--- src/rtl/bounce_generator_pkg.sv ---
// bounce_generator_pkg: state encodings, LFSR constants and seed helpers for the bounce generator.
// rev 1.0
`default_nettype none

package bounce_generator_pkg;

   typedef enum logic [0:0] {
      ST_STABLE = 1'b0,
      ST_BOUNCE = 1'b1
   } bounce_state_t;

   localparam logic [15:0] DEFAULT_SEED = 16'hACE1;

   // Taps for x^16 + x^14 + x^13 + x^11 + 1 as register bits 15, 13, 12, 10.
   localparam logic [15:0] LFSR_TAPS = 16'hB400;

   // An all-zero LFSR never leaves zero, so a zero seed falls back to the default.
   function automatic logic [15:0] effective_seed(input logic [15:0] seed);
      return (seed == 16'h0000) ? DEFAULT_SEED : seed;
   endfunction

   function automatic logic lfsr_feedback(input logic [15:0] q);
      return ^(q & LFSR_TAPS);
   endfunction

endpackage

`default_nettype wire

--- src/rtl/bounce_generator_if.sv ---
// bounce_generator_if: clean-level inputs and bouncy outputs of the bounce generator.
// rev 1.0
`default_nettype none

interface bounce_generator_if #(
   parameter int WIDTH = 1
);
   logic             bounce_en;
   logic [WIDTH-1:0] clean_level;
   logic [WIDTH-1:0] glitchy_signal;
   logic [WIDTH-1:0] bouncing;

   modport master (
      output bounce_en,
      output clean_level,
      input  glitchy_signal,
      input  bouncing
   );

   modport slave (
      input  bounce_en,
      input  clean_level,
      output glitchy_signal,
      output bouncing
   );
endinterface

`default_nettype wire

--- src/rtl/bounce_generator_lfsr16.sv ---
// lfsr16: 16-bit Fibonacci LFSR, shifts left every clock with feedback into bit 0.
// rev 1.0
`default_nettype none

module lfsr16
   import bounce_generator_pkg::*;
(
   input  logic        clk,
   input  logic        rst_n,
   input  logic [15:0] seed,
   output logic [15:0] q
);

   always_ff @(posedge clk or negedge rst_n) begin
      if (!rst_n) begin
         q <= seed;
      end else begin
         q <= {q[14:0], lfsr_feedback(q)};
      end
   end

endmodule

`default_nettype wire

--- src/rtl/bounce_generator.sv ---
// bounce_generator: turns clean per-channel levels into deterministic chattering signals.
// rev 1.0
`default_nettype none

module bounce_generator
   import bounce_generator_pkg::*;
#(
   parameter int          WIDTH         = 1,
   parameter int          BOUNCE_CYCLES = 20,
   parameter logic [15:0] LFSR_SEED     = 16'hACE1
) (
   input  logic              clk,
   input  logic              rst_n,
   bounce_generator_if.slave bus
);

   localparam int          CNT_W    = (BOUNCE_CYCLES > 1) ? $clog2(BOUNCE_CYCLES) : 1;
   localparam logic [CNT_W-1:0] CNT_LOAD = CNT_W'(BOUNCE_CYCLES - 1);
   localparam logic [15:0] SEED     = effective_seed(LFSR_SEED);

   logic [15:0]      lfsr_q;
   logic [WIDTH-1:0] glitchy_vec;
   logic [WIDTH-1:0] bouncing_vec;

   // Channels only sample the low WIDTH bits; the rest exist for the shift sequence.
   logic unused_lfsr_bits;
   assign unused_lfsr_bits = ^lfsr_q;

   lfsr16 u_lfsr (
      .clk   (clk),
      .rst_n (rst_n),
      .seed  (SEED),
      .q     (lfsr_q)
   );

   for (genvar i = 0; i < WIDTH; i++) begin : g_chan
      bounce_state_t    state;
      bounce_state_t    state_nxt;
      logic             settled;
      logic             settled_nxt;
      logic             target;
      logic             target_nxt;
      logic             glitchy;
      logic             glitchy_nxt;
      logic             bounce_q;
      logic             bounce_nxt;
      logic [CNT_W-1:0] cnt;
      logic [CNT_W-1:0] cnt_nxt;
      logic             clean;

      assign clean = bus.clean_level[i];

      always_ff @(posedge clk or negedge rst_n) begin
         if (!rst_n) begin
            state    <= ST_STABLE;
            settled  <= 1'b0;
            target   <= 1'b0;
            glitchy  <= 1'b0;
            bounce_q <= 1'b0;
            cnt      <= '0;
         end else begin
            state    <= state_nxt;
            settled  <= settled_nxt;
            target   <= target_nxt;
            glitchy  <= glitchy_nxt;
            bounce_q <= bounce_nxt;
            cnt      <= cnt_nxt;
         end
      end

      always_comb begin
         state_nxt   = state;
         settled_nxt = settled;
         target_nxt  = target;
         glitchy_nxt = glitchy;
         bounce_nxt  = bounce_q;
         cnt_nxt     = cnt;
         unique case (state)
            ST_STABLE: begin
               glitchy_nxt = settled;
               bounce_nxt  = 1'b0;
               if (clean != settled) begin
                  if (bus.bounce_en) begin
                     // The first chatter cycle already shows the new level.
                     state_nxt   = ST_BOUNCE;
                     target_nxt  = clean;
                     cnt_nxt     = CNT_LOAD;
                     glitchy_nxt = clean;
                     bounce_nxt  = 1'b1;
                  end else begin
                     settled_nxt = clean;
                     glitchy_nxt = clean;
                  end
               end
            end
            ST_BOUNCE: begin
               bounce_nxt = 1'b1;
               if (clean != target) begin
                  // A fresh edge restarts the window, even on the cycle it would settle.
                  target_nxt  = clean;
                  cnt_nxt     = CNT_LOAD;
                  glitchy_nxt = lfsr_q[i];
               end else if (cnt == '0) begin
                  state_nxt   = ST_STABLE;
                  settled_nxt = target;
                  glitchy_nxt = target;
                  bounce_nxt  = 1'b0;
               end else begin
                  cnt_nxt     = cnt - CNT_W'(1);
                  glitchy_nxt = lfsr_q[i];
               end
            end
            default: begin
               state_nxt = ST_STABLE;
            end
         endcase
      end

      assign glitchy_vec[i]  = glitchy;
      assign bouncing_vec[i] = bounce_q;
   end

   assign bus.glitchy_signal = glitchy_vec;
   assign bus.bouncing       = bouncing_vec;

endmodule

`default_nettype wire

--- src/flat_wrapper.sv ---
// flat-port wrapper written by rule: the top's interface ports become plain ports
module bounce_generator_flat import bounce_generator_pkg::*;
#(
   parameter int          WIDTH         = 1,
   parameter int          BOUNCE_CYCLES = 20,
   parameter logic [15:0] LFSR_SEED     = 16'hACE1
)
  (clk, rst_n, bus_bounce_en, bus_clean_level, bus_glitchy_signal, bus_bouncing);
  bounce_generator_if #(.WIDTH(WIDTH)) bus_i ();
  input  logic clk;
  input  logic rst_n;
  input wire logic [$bits(bus_i.bounce_en)-1:0] bus_bounce_en;
  input wire logic [$bits(bus_i.clean_level)-1:0] bus_clean_level;
  output wire logic [$bits(bus_i.glitchy_signal)-1:0] bus_glitchy_signal;
  output wire logic [$bits(bus_i.bouncing)-1:0] bus_bouncing;
  assign bus_i.bounce_en = bus_bounce_en;
  assign bus_i.clean_level = bus_clean_level;
  assign bus_glitchy_signal = bus_i.glitchy_signal;
  assign bus_bouncing = bus_i.bouncing;
  bounce_generator #(.WIDTH(WIDTH), .BOUNCE_CYCLES(BOUNCE_CYCLES), .LFSR_SEED(LFSR_SEED)) u_core (.clk(clk), .rst_n(rst_n), .bus(bus_i));
endmodule
--- config.mk ---
export PLATFORM = sky130hd
export DESIGN_NAME = bounce_generator_flat
export DESIGN_NICKNAME = d
export VERILOG_FILES = /design/src/rtl/bounce_generator_pkg.sv /design/src/rtl/bounce_generator_if.sv /design/src/rtl/bounce_generator_lfsr16.sv /design/src/rtl/bounce_generator.sv /design/src/flat_wrapper.sv
export SDC_FILE = /design/constraint.sdc
export NUM_CORES = 1
export LEC_CHECK = 0
export ABC_AREA = 1
export CELL_PAD_IN_SITES_DETAIL_PLACEMENT = 0
export CELL_PAD_IN_SITES_GLOBAL_PLACEMENT = 2
export CORE_MARGIN = 3
export CORE_UTILIZATION = 40
export CTS_CLUSTER_DIAMETER = 150
export CTS_CLUSTER_SIZE = 10
export DETAILED_ROUTE_END_ITERATION = 10
export GPL_ROUTABILITY_DRIVEN = 1
export PLACE_DENSITY_LB_ADDON = 0.15
export SKIP_LAST_GASP = 1
export SLEW_MARGIN = 20
export SYNTH_ARGS = -nofsm -noshare
export SYNTH_HDL_FRONTEND = slang
export SYNTH_SLANG_ARGS = --single-unit
--- constraint.sdc ---
create_clock -name clk -period 1.8 [get_ports clk]
set_input_delay 0.45 -clock clk [delete_from_list [all_inputs] [get_ports clk]]
set_output_delay 0.45 -clock clk [all_outputs]
set_load 0.03 [all_outputs]
==> impl_metrics.ini, run 1 <==
[outcome]
status = finished, final reports clean

[setup_path]
worstSetupPathType = flop to primary output
rr_worst_depth = 6
cp.arrival_ns = 1.08
cpLargestDelayFamily = buffers and inverters
startpoint_type = flop
cpPeakStageDelay_ns = 0.40
cp.required_ns = 1.35
r2r_end = u_core.g_chan[0].cnt[0]$_DFFE_PN0P_
crit_slowest_cell = dlygate4sd2_1
endpoint_kind = primary output
path_cells = dlygate4sd2_1
cp.buffers_inverters = 1
reg2reg_from = u_core.g_chan[0].cnt[0]$_DFFE_PN0P_
reg2reg_slack_ns = 0.44
critPathMaxFanout = 2

[synth]
synth-edff-count = 0
synthAdderAreaFrac_pct = 3.65
ys_seq_area_share_pct = 61.8
yosysWarnings = 0
synth-xor-area-share_pct = 3.41
async_reset_ff_share_pct = 100
synth_top_family_by_area = simple AND/OR/NAND/NOR gates
synth-simple-area-share_pct = 19.2
synth_area_um2 = 1030
synth_compound_area_share_pct = 5.60
synth-seq-cells = 25
synth_nets = 104
syn_area_per_cell_um2 = 10.6
synthMuxAreaShare_pct = 0
synth.distinct_cells = 21
synth_ff_type = dfrtp_1
synthCells = 97

[worst_hold_path]
hold_class = flop to flop
worstHoldStart = u_core.u_lfsr.q[5]$_DFF_PN1_
holdPathStages = 0
holdPathEnd = u_core.u_lfsr.q[6]$_DFF_PN1_

[drt]
routed_wl_um = 1680
vias_per_cell = 4.64
first_pass_iters = 4
drtIter0Drc = 9
wl_per_cell_um = 12.4
vias = 631
drc = 0
antenna_left = 0

[floorplan]
num_io_pins = 6
die_w_um = 56.7
rows = 17
start_util_pct = 44.4
die_area_um2 = 3220
core_area_um2 = 2320
die_y_um = 56.7

[clock_tree]
cts_root_buffer = clkbuf_4
cts.clk_slew.worst_paths_ns = 0.14
cts_max_path_buffers = 2
clk_latency_ns = 0.32
cts-resized-gates = 2
cts_tree = done
numClockSinks = 25
cts_hold_buf = 0
htree_levels = 1
cts_buffers = 3
post-cts-setup-buffers = 0

[pwr]
totalPowerFinal_mw = 1.01
ir_drop_uv = 577
leakage_nw = 0.583
pwr_density_cell_nw_per_um2 = 886

[timing]
worstMarginPinSlew_ns = 0.311
post-route-min-period_ns = 1.53
slew_headroom_pct = 79.3
hold_viol = 0
finalSetupViolCount = 0
holdWs_ns = 0.367
rsz0062_at_grt = false
fmax_mhz = 652
worst_slack_ns = 0.267
skew_ns = 0.00769
slew_violations = 0
finalCritPeriodShare_pct = 85.2

[cells_and_area]
diodes = 0
drive_gt1_share_pct = 21.3
final_util_pct = 49.2
layout.nets = 116
area_delta_synth_final_pct = 10.9

[place]
port-buffer-count = 5
place_ws_ns = -0.0242
dp_hpwl_um = 1190
gp_congestion = 0.742

[global_routing]
gr-total-overflow = 0
gr-usage-all-layers_pct = 12.1
grt_pass1_wl_um = 2910
grt_pass1_vias = 621
antenna_found_initial = 0
grt_start_max_net_pins = 26

[run]
max-cap-violations = 0
-- metrics by stage --
step / cell area, um^2 / TNS, ns / cells
after floorplan: 1030 / 0 / 97
after global placement: 1120 / -0.00639 / 132
after detailed placement: 1120 / -0.0771 / 132
after CTS: 1140 / 0 / 136
after global routing: 1140 / 0 / 136
final: 1140 / 0 / 136
-- synth_stat cells, types with 2 or more instances --
library cell	number	area (um^2)
inv_1	11	41.3
nand4_1	2	12.5
xor2_1	2	17.5
dfrtp_1	17	425
ha_1	3	37.5
nor2_2	3	18.8
nand2_1	26	97.6
nor2_1	8	30.0
xnor2_1	2	17.5
dfstp_2	8	210
nand3_1	2	10.0
o21ai_0	4	20.0
-- metal layers --
| layer | vias up | share of wire, % | track usage [%] |
|---|---|---|---|
| li1 | 321 | - | - |
| met5 | - | 0 | 0 |
| met4 | 0 | 0.77 | 3.05 |
| met3 | 2 | 3.9 | 5.06 |
| met1 | 301 | 49 | 16.0 |
| met2 | 7 | 46 | 18.3 |
-- cell type report --
class                   instances  area (um^2)
flip-flops and latches         25          636
multi-input cells              59          328
repair buffers                  8         70.1
fillers                       223         1180
well taps                      28         35.0
clock buffers                   3         22.5
clock inverters                 1         5.00
inverters                      12         45.0
-- sequential cells by signal, indices dropped and copies added (netlist names) --
| register | flops |
|---|---|
| u_core.g_chan.state | 1 |
| u_core.g_chan.settled | 1 |
| u_core.g_chan.cnt | 5 |
| u_core.bus.glitchy_signal | 1 |
| u_core.u_lfsr.q | 16 |
| u_core.g_chan.target | 1 |
-- logic make-up (layout without fill, tap and decap cells) --
group / Yosys count / count (layout)
flip-flops: 25 / 25
AO/OA/AOI/OAI: 8 / 8
XOR/XNOR: 4 / 4
AND/OR/NAND/NOR: 44 / 44
adder cells (fa/ha/maj): 3 / 3
buffers and inverters: 13 / 24
-- placed cells by master, fill, tap and decap left out, types with 3 or more instances in the layout --
master,count
nand2_1,26
dfrtp_1,17
inv_1,11
nor2_1,8
dfstp_2,8
o21ai_0,4
nor2_2,3
ha_1,3
clkbuf_4,3
clkdlybuf4s50_1,3
buf_4,3
-- where the power goes --
part,internal [mW],switching (mW),total (mW)
Sequential,0.590,0.0230,0.613
Clock,0.0832,0.173,0.257
Combinational,0.0527,0.0887,0.141
-- worst max-delay path by stage --
stage                                           to  cells past startpoint                              from  slack [ns]
2_1_floorplan  u_core.g_chan[0].cnt[0]$_DFFE_PN0P_                      7                   bus_clean_level        0.52
6_report                              bus_bouncing                      1  u_core.g_chan[0].state$_DFF_PN0_        0.27
3_5_place_dp   u_core.g_chan[0].cnt[3]$_DFFE_PN0P_                      8                   bus_clean_level       -0.02
5_1_grt        u_core.g_chan[0].cnt[0]$_DFFE_PN0P_                      8                   bus_clean_level        0.18
3_3_place_gp   u_core.g_chan[0].cnt[0]$_DFFE_PN0P_                      8                   bus_clean_level      -0.004
4_1_cts                               bus_bouncing                      1  u_core.g_chan[0].state$_DFF_PN0_        0.25
Note: power is estimated with default switching activity, not from simulation.
==> inputs of run 2 (changes only) <==
--- a/config.mk
+++ b/config.mk
@@ -10,11 +10,11 @@
 export CELL_PAD_IN_SITES_GLOBAL_PLACEMENT = 2
 export CORE_MARGIN = 3
 export CORE_UTILIZATION = 40
-export CTS_CLUSTER_DIAMETER = 150
+export CTS_CLUSTER_DIAMETER = 200
 export CTS_CLUSTER_SIZE = 10
 export DETAILED_ROUTE_END_ITERATION = 10
 export GPL_ROUTABILITY_DRIVEN = 1
-export PLACE_DENSITY_LB_ADDON = 0.15
+export PLACE_DENSITY = 0.77
 export SKIP_LAST_GASP = 1
 export SLEW_MARGIN = 20
 export SYNTH_ARGS = -nofsm -noshare
==> run 2 against run 1 <==
Compared with the run above: clock skew down 0.0035 ns; first-iteration DRC count down 33%; final area up 0.33%; cell count unchanged; critical path type unchanged; critical endpoint unchanged; highest routed layer unchanged.
==> impl_metrics.ini, run 2 (same netlist as run 1, synthesis figures left out) <==
[cells_and_area]
multi_input_area_um2 = 328
final_common_cell = nand2_1
largest_reg_flops = 16
layout.nets = 116
diodes = 0
area_delta_synth_final_pct = 11.3
design_area_um2 = 1140
reg_top3 = u_core.u_lfsr.q (16), u_core.g_chan.cnt (5)
fillerInstances = 233
layout_common_cells = nand2_1 (26), dfrtp_1 (17), inv_1 (11)
seqCellArea_um2 = 636
largest-register = u_core.u_lfsr.q
drive_gt1_share_pct = 21.3

[drt]
vias_per_cell = 4.60
drc = 0
routed_wl_um = 1560
wl_per_cell_um = 11.4
antenna_left = 0
first_pass_iters = 4
drtIter0Drc = 6
vias = 626

[timing]
slew_headroom_pct = 78.9
finalCritPeriodShare_pct = 84.3
skew_ns = 0.00418
rsz0062_at_grt = false
hold_viol = 0
slew_violations = 0
fmax_mhz = 659
finalSetupViolCount = 0
post-route-min-period_ns = 1.52
setup_tns_ns = 0
worstMarginPinSlew_ns = 0.315

[floorplan]
die_y_um = 56.7
rows = 17
core_area_um2 = 2320
die_area_um2 = 3220
start_util_pct = 44.4
num_io_pins = 6
die_w_um = 56.7

[global_routing]
grt_pass1_vias = 644
grt_start_max_net_pins = 26
gr-usage-all-layers_pct = 11.9
gr-total-overflow = 0
antenna_found_initial = 0
grt_pass1_wl_um = 2900

[setup_path]
startpoint_type = flop
reg2reg_slack_ns = 0.43
cpLargestDelayFamily = buffers and inverters
path_cells = dlygate4sd2_1
reg2reg_from = u_core.g_chan[0].cnt[0]$_DFFE_PN0P_
cp.arrival_ns = 1.07
critPathMaxFanout = 2
startpoint = u_core.g_chan[0].state$_DFF_PN0_
cp.required_ns = 1.35
crit_slowest_cell = dlygate4sd2_1
worstSetupPathType = flop to primary output
cp.buffers_inverters = 1
cp_num_cells = 1
rr_worst_depth = 6
endpoint_kind = primary output
cpPeakStageDelay_ns = 0.40

[worst_hold_path]
holdPathStages = 0
hold_class = flop to flop
worstHoldStart = u_core.u_lfsr.q[6]$_DFF_PN1_

[run]
max-cap-violations = 0

[pwr]
leakage_nw = 0.597
totalPowerFinal_mw = 0.997
pwr_density_cell_nw_per_um2 = 870
ir_drop_uv = 664

[clock_tree]
clk_latency_ns = 0.31
cts-resized-gates = 1
cts.clk_slew.worst_paths_ns = 0.13
cts_tree = done
post-cts-setup-buffers = 0
numClockSinks = 25
cts_root_buffer = clkbuf_4
cts_buffers = 3
cts_max_path_buffers = 2
htree_levels = 1
cts_hold_buf = 0

[place]
dp_hpwl_um = 1120
port-buffer-count = 5
gp_congestion = 0.729
post_dp_cell_area_um2 = 1120

[outcome]
status = finished, final reports clean
-- run 2: cell types whose count changed in the layout (fill, tap and decap cells not counted), sizes merged --
cell,before,now
dlygate4sd2,2,1
dlymetal6s2s,0,1
-- run 2: through the flow --
stage	hold WS [ns]	setup WS, ns	utilization, %	cells
6_report	0.365	0.283	49.4	136
3_3_place_gp	0.339	-0.00587	48.1	132
3_5_place_dp	0.336	-0.0484	48.1	132
5_1_grt	0.374	0.207	49.4	136
2_1_floorplan	0.154	0.522	-	97
4_1_cts	0.367	0.0194	49.3	136
-- run 2: path summary, 6_finish.rpt --
kind,end
max,bus_bouncing
min,u_core.u_lfsr.q[7]$_DFF_PN1_
max reg2reg,u_core.g_chan[0].cnt[0]$_DFFE_PN0P_
min reg2reg,u_core.u_lfsr.q[7]$_DFF_PN1_
max in group asynchronous,u_core.u_lfsr.q[11]$_DFF_PN1_
min in group asynchronous,u_core.u_lfsr.q[4]$_DFF_PN0_
-- run 2: power by group --
group | total, mW | switching, mW | internal, mW
Sequential | 0.613 | 0.0229 | 0.590
Combinational | 0.144 | 0.0898 | 0.0541
Clock | 0.240 | 0.157 | 0.0829
Total | 0.997 | 0.270 | 0.727
-- run 2: layout make-up --
class                   count  share of cell area, %
clock inverters             1                  0.437
flip-flops and latches     25                   55.5
repair buffers              8                   6.45
multi-input cells          59                   28.6
inverters                  12                   3.93
clock buffers               3                   1.97
well taps                  28                   3.06
-- run 2: layer usage --
layer | GRT usage, % | vias up | routed length, um
met1 | 15.3 | 299 | 770
met3 | 5.29 | 2 | 68
met4 | 4.07 | 0 | 17
met5 | 0 | - | 0
li1 | - | 318 | -
met2 | 17.7 | 7 | 699
==> inputs of run 3 (changes only) <==
--- a/config.mk
+++ b/config.mk
@@ -9,12 +9,12 @@
 export CELL_PAD_IN_SITES_DETAIL_PLACEMENT = 0
 export CELL_PAD_IN_SITES_GLOBAL_PLACEMENT = 2
 export CORE_MARGIN = 3
-export CORE_UTILIZATION = 40
+export CORE_UTILIZATION = 37
 export CTS_CLUSTER_DIAMETER = 200
 export CTS_CLUSTER_SIZE = 10
 export DETAILED_ROUTE_END_ITERATION = 10
 export GPL_ROUTABILITY_DRIVEN = 1
-export PLACE_DENSITY = 0.77
+export PLACE_DENSITY = 0.72
 export SKIP_LAST_GASP = 1
 export SLEW_MARGIN = 20
 export SYNTH_ARGS = -nofsm -noshare
==> constraint.sdc (replaced) <==
create_clock -name clk -period 1.52 [get_ports clk]
set_input_delay 0.38 -clock clk [delete_from_list [all_inputs] [get_ports clk]]
set_output_delay 0.38 -clock clk [all_outputs]
set_load 0.03 [all_outputs]
==> run 3 against run 2 <==
Compared with the run above: die area grew 7.2%; via count shrank 0.16%; power grew 19%; non-clock buffer count grew 1; register-to-register slack lost 0.26 ns; global-route usage shrank 0.49 points; highest routed layer unchanged.
==> impl_metrics.ini, run 3 (same netlist as run 1, synthesis figures left out) <==
[pwr]
p_switching_mw = 0.317
p_clk_share_pct = 24.2
p_int_mw = 0.866
pwr_density_cell_nw_per_um2 = 1030
p_sw_share_pct = 26.8
ir_drop_uv = 668
leakage_nw = 0.587
totalPowerFinal_mw = 1.18
p_comb_share_pct = 14.3
seq_power_share_pct = 61.5

[worst_hold_path]
hold_class = flop to flop
worstHoldStart = u_core.u_lfsr.q[6]$_DFF_PN1_
holdPathEnd = u_core.u_lfsr.q[7]$_DFF_PN1_
holdPathStages = 0

[clock_tree]
cts.clk_slew.worst_paths_ns = 0.13
numClockSinks = 25
cts_buffers = 3
htree_levels = 1
cts_max_path_buffers = 2
post-cts-setup-buffers = 0
cts_root_buffer = clkbuf_4
cts_tree = done
clk_latency_ns = 0.31

[setup_path]
rr_worst_depth = 8
r2r_end = u_core.g_chan[0].cnt[1]$_DFFE_PN0P_
reg2reg_slack_ns = 0.17
cp.arrival_ns = 1.67
cp.required_ns = 1.78
startpoint_type = primary input
reg2reg_from = u_core.g_chan[0].settled$_DFFE_PN0P_
path_cells = clkdlybuf4s50_1 > ha_1 > inv_1 > a21oi_4 > inv_1 > o21ai_2 > nand2_1 > nand2_1
crit_slowest_cell = clkdlybuf4s50_1
cp_num_cells = 8
cp.buffers_inverters = 3
cpPeakStageDelay_ns = 0.42
critPathMaxFanout = 6
worstSetupPathType = primary input to flop
cpLargestDelayFamily = buffers and inverters
endpoint_kind = flop

[cells_and_area]
layout_common_cells = nand2_1 (26), dfrtp_1 (16), inv_1 (11)
final_common_cell = nand2_1
largest-register = u_core.u_lfsr.q
final_util_pct = 44.8
area_delta_synth_final_pct = 11.8
largest_reg_flops = 16
layout.nets = 117
diodes = 0
drive_gt1_share_pct = 22.9
reg_top3 = u_core.u_lfsr.q (16), u_core.g_chan.cnt (5)
fillerInstances = 267

[timing]
post-route-min-period_ns = 1.41
rsz0062_at_grt = false
setup_tns_ns = 0
fmax_mhz = 707
finalSetupViolCount = 0
holdWs_ns = 0.369
worstMarginPinSlew_ns = 0.307
finalCritPeriodShare_pct = 93.1
hold_viol = 0
slew_violations = 0
skew_ns = 0.00177
slew_headroom_pct = 79.5

[run]
max-cap-violations = 0

[drt]
wl_met2_um = 716
vias_per_cell = 4.50
first_pass_iters = 4
topRoutingLayerUsed = met4
drt-met1-wl_um = 817
drc = 0
drtIter0Drc = 26
antenna_left = 0
vias = 625
routed_wl_um = 1630
wl_per_cell_um = 11.7
wl_met3_um = 78

[place]
gp_congestion = 0.710
dp_hpwl_um = 1210
port-buffer-count = 5

[floorplan]
rows = 18
die_w_um = 58.7
core_area_um2 = 2570
start_util_pct = 40.1
num_io_pins = 6
die_area_um2 = 3450
die_y_um = 58.7

[global_routing]
grt_start_max_net_pins = 26
grt_pass1_vias = 618
antenna_found_initial = 0
grt_pass1_wl_um = 2860
gr-usage-all-layers_pct = 11.4
gr-total-overflow = 0

[outcome]
status = finished, final reports clean
[run 3: stage by stage]
step | cells | worst slack (ns) | cell area [um^2]
after floorplan | 97 | 0.308 | 1030
after global placement | 135 | -0.224 | 1120
after detailed placement | 135 | -0.228 | 1120
after CTS | 139 | 0.0820 | 1150
after global routing | 139 | 0.0131 | 1150
final | 139 | 0.105 | 1150
[run 3: power groups by stage]
stage	Clock (mW)	Combinational, mW	Sequential [mW]
floorplan	0	0.120	0.734
global placement	0	0.170	0.741
detailed placement	0	0.174	0.740
CTS	0.304	0.175	0.729
global route	0.335	0.200	0.733
finish	0.287	0.169	0.727
[run 3: repair_timing]
action                                  4_1_cts  5_1_grt
gates resized for setup                       2        0
endpoints found under the setup margin        2        0
hold buffers                                  0        0
[run 3: worst max path at each step]
stage / start / end / slack [ns]
after CTS: u_core.bus.glitchy_signal$_DFF_PN0_ / bus_glitchy_signal / 0.08
after floorplan: u_core.g_chan[0].settled$_DFFE_PN0P_ / u_core.g_chan[0].cnt[0]$_DFFE_PN0P_ / 0.31
after global routing: bus_clean_level / u_core.g_chan[0].cnt[1]$_DFFE_PN0P_ / 0.01
after detailed placement: bus_clean_level / u_core.g_chan[0].cnt[1]$_DFFE_PN0P_ / -0.23
after global placement: bus_clean_level / u_core.g_chan[0].cnt[1]$_DFFE_PN0P_ / -0.22
final: bus_clean_level / u_core.g_chan[0].cnt[1]$_DFFE_PN0P_ / 0.11
[run 3: per-layer routing]
layer / global-route usage (%) / vias to the layer above
met3: 4.61 / 2
li1: - / 323
met1: 15.9 / 292
met2: 16.1 / 8
met5: 0 / -
met4: 3.88 / 0
[run 3: layout make-up]
class                      count  area [um^2]  area share [%]
multi-input combinational     59          328            28.5
timing repair buffer           9         76.3            6.64
clock buffer                   4         26.3            2.29
sequential                    25          637            55.4
inverter                      12         45.0            3.92
tap                           30         37.5            3.26
